==> src/rtl/stream_sum_pkg.sv <==
// Shared types and width helpers for the streaming frame adder.
// Used by the RTL and by the bench so both agree on the result width.
package stream_sum_pkg;

  typedef enum logic [1:0] {
    ST_ACCUM = 2'd0,
    ST_FLUSH = 2'd1,
    ST_DONE  = 2'd2
  } state_e;

  function automatic int clog2(input int value);
    int result;
    result = 0;
    for (int v = value - 1; v > 0; v = v >> 1) begin
      result++;
    end
    return result;
  endfunction

  // NUM_OPS operands of DATA_W bits can grow by at most clog2(NUM_OPS) bits.
  function automatic int sum_width(input int data_w, input int num_ops);
    return data_w + clog2(num_ops);
  endfunction

endpackage

==> src/rtl/lane_add_tree.sv <==
// Combinational balanced binary adder tree over LANES operands, zero- or sign-extended to OUT_W.
// No latency, no flow control; LANES must be a power of two.
module lane_add_tree
  import stream_sum_pkg::*;
#(
  parameter int LANES  = 8,
  parameter int DATA_W = 4,
  parameter int OUT_W  = 11,
  parameter int SIGNED = 0
) (
  input  logic [LANES*DATA_W-1:0] in_data,
  output logic [OUT_W-1:0]        sum
);

  localparam int LEVELS = clog2(LANES);

  function automatic logic [OUT_W-1:0] extend(input logic [DATA_W-1:0] x);
    if (SIGNED != 0) begin
      return OUT_W'($signed(x));
    end
    return OUT_W'(x);
  endfunction

  // Level 0 holds the extended operands; each later level halves the node count.
  for (genvar l = 0; l <= LEVELS; l++) begin : g_lvl
    logic [OUT_W-1:0] node [LANES >> l];
    for (genvar k = 0; k < (LANES >> l); k++) begin : g_node
      if (l == 0) begin : g_leaf
        assign node[k] = extend(in_data[k*DATA_W +: DATA_W]);
      end else begin : g_add
        assign node[k] = g_lvl[l-1].node[2*k] + g_lvl[l-1].node[2*k+1];
      end
    end
  end

  assign sum = g_lvl[LEVELS].node[0];

endmodule

==> src/rtl/stream_sum_accum.sv <==
// Streaming frame adder: LANES operands per beat, one SUM_W total per NUM_OPS-operand frame.
// Sum valid two edges after the last beat; in_ready drops from last beat until the sum is taken.
module stream_sum_accum
  import stream_sum_pkg::*;
#(
  parameter  int DATA_W  = 4,
  parameter  int LANES   = 8,
  parameter  int NUM_OPS = 128,
  parameter  int SIGNED  = 0,
  localparam int SUM_W   = sum_width(DATA_W, NUM_OPS),
  localparam int BEATS   = NUM_OPS / LANES
) (
  input  logic                    clk,
  input  logic                    rst_n,
  input  logic                    clear,
  input  logic                    in_valid,
  output logic                    in_ready,
  input  logic [LANES*DATA_W-1:0] in_data,
  output logic                    out_valid,
  input  logic                    out_ready,
  output logic [SUM_W-1:0]        out_sum
);

  localparam int              CNT_W     = (BEATS > 1) ? clog2(BEATS) : 1;
  localparam logic [CNT_W-1:0] LAST_BEAT = CNT_W'(BEATS - 1);

  state_e             state_q, state_d;
  logic [CNT_W-1:0]   cnt_q, cnt_d;
  logic [SUM_W-1:0]   psum_q, psum_d;
  logic               psum_v_q, psum_v_d;
  logic [SUM_W-1:0]   acc_q, acc_d;
  logic               out_valid_q, out_valid_d;
  logic [SUM_W-1:0]   out_sum_q, out_sum_d;
  logic               in_ready_q, in_ready_d;
  logic [SUM_W-1:0]   tree_sum;
  logic               beat_acc;

  lane_add_tree #(
    .LANES  (LANES),
    .DATA_W (DATA_W),
    .OUT_W  (SUM_W),
    .SIGNED (SIGNED)
  ) u_tree (
    .in_data (in_data),
    .sum     (tree_sum)
  );

  assign beat_acc = in_valid && in_ready_q;

  always_comb begin
    state_d     = state_q;
    cnt_d       = cnt_q;
    psum_d      = psum_q;
    psum_v_d    = 1'b0;
    acc_d       = psum_v_q ? acc_q + psum_q : acc_q;
    out_valid_d = out_valid_q;
    out_sum_d   = out_sum_q;
    in_ready_d  = in_ready_q;

    if (clear) begin
      state_d     = ST_ACCUM;
      cnt_d       = '0;
      acc_d       = '0;
      out_valid_d = 1'b0;
      in_ready_d  = 1'b1;
    end else begin
      case (state_q)
        ST_ACCUM: begin
          in_ready_d = 1'b1;
          if (beat_acc) begin
            psum_d   = tree_sum;
            psum_v_d = 1'b1;
            if (cnt_q == LAST_BEAT) begin
              cnt_d      = '0;
              state_d    = ST_FLUSH;
              in_ready_d = 1'b0;
            end else begin
              cnt_d = cnt_q + 1'b1;
            end
          end
        end
        ST_FLUSH: begin
          state_d = ST_DONE;
        end
        ST_DONE: begin
          // acc already holds the final total here, so the output register can copy it.
          if (out_valid_q && out_ready) begin
            state_d     = ST_ACCUM;
            out_valid_d = 1'b0;
            acc_d       = '0;
            in_ready_d  = 1'b1;
          end else begin
            out_valid_d = 1'b1;
            out_sum_d   = acc_q;
          end
        end
        default: begin
          state_d    = ST_ACCUM;
          in_ready_d = 1'b1;
        end
      endcase
    end
  end

  always_ff @(posedge clk or negedge rst_n) begin
    if (!rst_n) begin
      state_q     <= ST_ACCUM;
      cnt_q       <= '0;
      psum_q      <= '0;
      psum_v_q    <= 1'b0;
      acc_q       <= '0;
      out_valid_q <= 1'b0;
      out_sum_q   <= '0;
      in_ready_q  <= 1'b0;
    end else begin
      state_q     <= state_d;
      cnt_q       <= cnt_d;
      psum_q      <= psum_d;
      psum_v_q    <= psum_v_d;
      acc_q       <= acc_d;
      out_valid_q <= out_valid_d;
      out_sum_q   <= out_sum_d;
      in_ready_q  <= in_ready_d;
    end
  end

  assign in_ready  = in_ready_q;
  assign out_valid = out_valid_q;
  assign out_sum   = out_sum_q;

endmodule

==> config.mk <==
export PLATFORM = sky130hd
export DESIGN_NAME = stream_sum_accum
export DESIGN_NICKNAME = d
export VERILOG_FILES = /design/src/rtl/stream_sum_pkg.sv /design/src/rtl/lane_add_tree.sv /design/src/rtl/stream_sum_accum.sv
export SDC_FILE = /design/constraint.sdc
export NUM_CORES = 1
export LEC_CHECK = 0
export ABC_CLOCK_PERIOD_IN_PS = 2650
export CORE_MARGIN = 2
export CORE_UTILIZATION = 40
export DETAILED_ROUTE_END_ITERATION = 6
export PLACE_DENSITY = 0.61
export SKIP_LAST_GASP = 1
export SLEW_MARGIN = 20
export SYNTH_ARGS = -nofsm -noshare
export SYNTH_HDL_FRONTEND = slang
export SYNTH_SLANG_ARGS = --single-unit
==> constraint.sdc <==
create_clock -name clk -period 2.65 [get_ports clk]
set_clock_uncertainty 0.05 [all_clocks]
set_input_delay 0.53 -clock clk [delete_from_list [all_inputs] [get_ports clk]]
set_output_delay 0.53 -clock clk [all_outputs]
set_load 0.02 [all_outputs]
* Word-level counts from Yosys, hierarchy flattened
Cells that the tools add are included.
** Cells by class
- Add/sub/neg operators :: 9
- Equality and inequality tests :: 7
- Muxes and demuxes :: 24
- Bitwise logic cells :: 2
- Reductions and logical operators :: 11
** Operators by type and width (number)
- $add A11 B11 Y11 :: 4
- $mux W11 :: 4
- $add A4 B4 Y5 :: 4
- $mux W4 :: 4
- $mux W1 :: 10
- $ne A3 B3 Y1 const B :: 3
- $reduce_and A3 Y1 :: 3
- $mux W2 :: 4
- $pmux W2 S3 :: 1
- $reduce_bool A2 Y1 :: 3
- $add A4 B1 Y4 const B :: 1
- $eq A4 B4 Y1 const B :: 1
- $reduce_and A2 Y1 :: 2
- $pmux W1 S3 :: 1
- $eq A2 B1 Y1 const B :: 1
- $eq A2 B2 Y1 const B :: 1
- $logic_and A1 B1 Y1 :: 2
- $logic_not A2 Y1 :: 1
- $ne A2 B2 Y1 const B :: 1
- $not A1 Y1 :: 2
** Storage, ports and cells
- Bits in registers :: 42
- Input port bits :: 37
- Output and inout bits :: 13
- Word-level logic and storage cells :: 61

* Longest topological paths before layout
- Depth in word-level cells :: 5
- Mapped depth :: 14
- Mapped depth without buffers :: 14

* Cells and area by module
Synthesis repeated with hierarchy kept, for this count alone.
** Unflattened totals
- Cells, all modules :: 324
- Area, all modules :: 3086.7 um^2
** By module, submodules not included
- stream_sum_accum :: instances 1, cells each 216, area each 2140.8 um^2, seq. area each 1051.0 um^2
- lane_add_tree :: instances 1, cells each 108, area each 945.9 um^2, seq. area each 0.0 um^2

* Worst setup path after synthesis
OpenSTA, ideal clock, no wires.
- Path kind :: in2reg
- Start :: in in_data[24]
- End :: reg psum_q[5]
- Setup time :: 0.135 ns
- Data arrival time :: 3.484 ns
- Data required time :: 2.465 ns
- Path slack :: -1.020 ns
- Stages :: 14
- Buffers on the path :: 0
- Path through :: ha_1 inv_1 fa_1 inv_1 fa_1 inv_1 fa_1 inv_1 ha_1 fa_1 a21o_1 a21oi_1 xor2_1 o21ai_0
** On the way
- Cells in the longest elaborated chain, start to end :: 3
** Ends and longest elaborated chain
- start: declaration :: RTL line stream_sum_accum.sv:18 : input logic [LANES*DATA_W-1:0] in_data,
- $add A4 B4 Y5 :: RTL line lane_add_tree.sv:31 : assign node[k] = g_lvl[l-1].node[2*k] + g_lvl[l-1].node[2*k+1];
- $add A11 B11 Y11 (2 in series) :: RTL line lane_add_tree.sv:31
- end signal: assignment :: RTL line stream_sum_accum.sv:118 : psum_q <= psum_d;
- end: declaration :: RTL line stream_sum_accum.sv:29 : logic [SUM_W-1:0] psum_q, psum_d;
No other way between the ends.
A chain may end at the register's enable or synchronous reset.

* Final worst setup path
Same ends and word-level chain as after synthesis.

==> impl_metrics.yaml <==
yosys:
  async_flop_share_pct: 100.0
  seq_area_frac_synth_pct: 35.01
  synth-edff-count: 0
  avgSynthCellArea_um2: 9.950
  yosysUniqueCellTypes: 33
  syn_nets: 355
  syn_inst: 273
  yosysWarnings: 0
  synth_area_leaders: "dfrtp_1, ha_1, fa_1"
  syn_area_um2: 2716
  ys.flop_type: "dfrtp_1"
  ys_ff_latch: 38
  synth_area_leader_cell: "dfrtp_1"
  yosys.area.top_type_share_pct: 35.01
power_and_ir_drop:
  ir_worst_vdd_mv: 0.3841
  p_leak_uw: 0.001765
  p_per_area_nw_per_um2: 638.0
layout:
  nFillCells: 637
  multi_input_area_um2: 1772
  fin_nets: 414
  layout_common_cells: "dfrtp_1, clkdlybuf4s50_1, inv_1"
  drive_gt1_share_pct: 21.62
  diodes: 0
  final_common_cell: "dfrtp_1"
  area.growth.synth_to_final_pct: 31.46
  seqCellArea_um2: 950.9
  final_core_util_pct: 53.45
sta:
  relSlewSlack_pct: 45.05
  rsz0062_at_grt: "true"
  period_share_pct: 126.3
  tightest_slew_ns: 0.8242
  fmax_mhz: 298.9
  drv_slew: 0
  whs_ns: 0.2748
  setup_viol: 5
  hold_viol: 0
  setup_ws_ns: -0.6957
  period_minus_slack_ns: 3.346
setup_path:
  worst_setup_path_start_kind: "primary input"
  crit_fanout: 2
  cp.buffers_inverters: 5
  reg2reg_slack_ns: 0.28
  critical_path.cell_chain: "buf_6, ha_4, inv_2, fa_2, inv_2, fa_1, inv_1, fa_1, inv_2, ha_4, fa_2, a21o_1, a21oi_2, xor2_1, o21ai_1"
  crit_family: "adder cells"
  cp.depth: 15
  cp.required_ns: 2.76
  slowest_delay_ns: 0.52
  end_kind: "flip-flop"
  arrival_ns: 3.46
  crit_top_cell: "inv_2"
  crit_type: "in2reg"
  cp_slowest_cell: "fa_2"
  reg2regPathDepth: 8
drt:
  wl_um: 5131
  vias: 2055
  firstDrtPassIters: 4
  wl_per_cell_um: 12.42
  drc: 0
  routed_via_density: 4.976
  drtAntennaViolNets: 0
  drt_iter0_markers: 27
run_status:
  status: "finished with violations"
  violations: "negative setup slack"
clock_tree:
  clock_latency_ns: 0.29
  holdBufCountCts: 0
  cts-root-buf: "clkbuf_8"
  cts_made_buffers: 5
  htreeDepth: 2
  cts_tree: "yes"
  clock_sink_count: 38
  ctsLongestPathBuffers: 2
  clk_pin_slew_ns: 0.08
floorplan:
  die_w_um: 86.41
  dieHeight_um: 86.41
  die_area_um2: 7466
  rows: 30
  initial_core_util_pct: 40.66
  ioPinCount: 50
  core_um2: 6681
grt:
  antenna_found_initial: 0
  grt_pass1_vias: 2080
  grt_usage_pct: 15.13
  grt_pass1_wl_um: 9128
  grt_overflow: 0
  grt_max_degree: 39
placement:
  gp_congestion: 0.7375
  portBuffers: 49
  hpwl_um: 3983
worst_hold_path:
  hold_path_class: "in2async"
run:
  maxCapViolCount: 0
## per-layer routing
| layer | wire, um | up-vias | global-route usage (%) | part of all wire, % |
|---|---|---|---|---|
| met5 | 0 | - | 0 | 0 |
| met3 | 149 | 8 | 2.476 | 2.9 |
| met1 | 2472 | 984 | 20.92 | 48 |
| met2 | 2434 | 31 | 24.69 | 47 |
| met4 | 74 | 0 | 4.119 | 1.4 |
| li1 | - | 1032 | - | - |
## sequential cells by signal, indices dropped and copies added, names as in the netlist
register and flops:
psum_v_q 1, state_q 2, out_sum 11, in_ready 1
out_valid 1, cnt_q 4, acc_q 11, psum_q 7
## repair_timing
action / in CTS / in global routing
setup buffers: 1 / 1
setup endpoints to repair: 6 / 6
pin swaps: 17 / 5
resized for setup: 72 / 6
## kinds of logic after synthesis
kind of cell	share of synthesized area, %
adder cells (fa/ha/maj)	24.87
XOR/XNOR	5.482
AND/OR/NAND/NOR	10.09
AO/OA/AOI/OAI	12.94
multiplexers	5.620
buffers and inverters	5.988
flip-flops	35.01
## area by class of cell
| cell class | instances | share of cell area, % |
|---|---|---|
| clock buffers | 6 | 2.313 |
| clock inverters | 2 | 0.3504 |
| inverters | 38 | 3.994 |
| multi-input cells | 192 | 49.61 |
| flip-flops and latches | 38 | 26.63 |
| well taps | 80 | 2.803 |
| repair buffers | 57 | 14.30 |
## path summary, 6_finish.rpt
| check | startpoint | end |
|---|---|---|
| worst max-delay path | in_data[24] | psum_q[5]$_DFFE_PN0P_ |
| worst min-delay path | rst_n | cnt_q[3]$_DFFE_PN0P_ |
| worst max register to register | acc_q[0]$_DFF_PN0_ | acc_q[10]$_DFF_PN0_ |
| worst min register to register | out_sum[1]$_DFFE_PN0P_ | out_sum[1]$_DFFE_PN0P_ |
| max in group asynchronous | rst_n | acc_q[6]$_DFF_PN0_ |
| min in group clk | out_sum[1]$_DFFE_PN0P_ | out_sum[1]$_DFFE_PN0P_ |
## synthesized netlist by cell type (all sizes together) (4+ instances only)
| cell type | count |
|---|---|
| dfrtp | 38 |
| inv | 38 |
| ha | 30 |
| a21oi | 24 |
| nand2 | 24 |
| fa | 15 |
| nor2 | 14 |
| o21ai | 12 |
| a21o | 11 |
| mux2 | 10 |
| xnor2 | 9 |
| xor2 | 8 |
| nand3 | 5 |
| mux2i | 4 |
## power by group
part	switching [uW]	total (uW)	internal [uW]
clock	202	411	209
combinational	575	1170	594
sequential	49.4	698	649
## metrics by stage
stage / setup slack (ns) / setup TNS, ns / area [um2] / std cells / total power (uW)
after detailed placement: -1.466 / -7.424 / 3364 / 403 / 1810
after CTS: -0.7131 / -2.850 / 3556 / 412 / 2293
after global placement: -1.417 / -7.214 / 3364 / 403 / 1797
final: -0.6957 / -2.729 / 3571 / 413 / 2278
after floorplan: -0.8188 / -3.387 / 2754 / 273 / 1522
after global routing: -0.8330 / -3.463 / 3571 / 413 / 2516
Note: power is estimated with default switching activity, not from simulation.
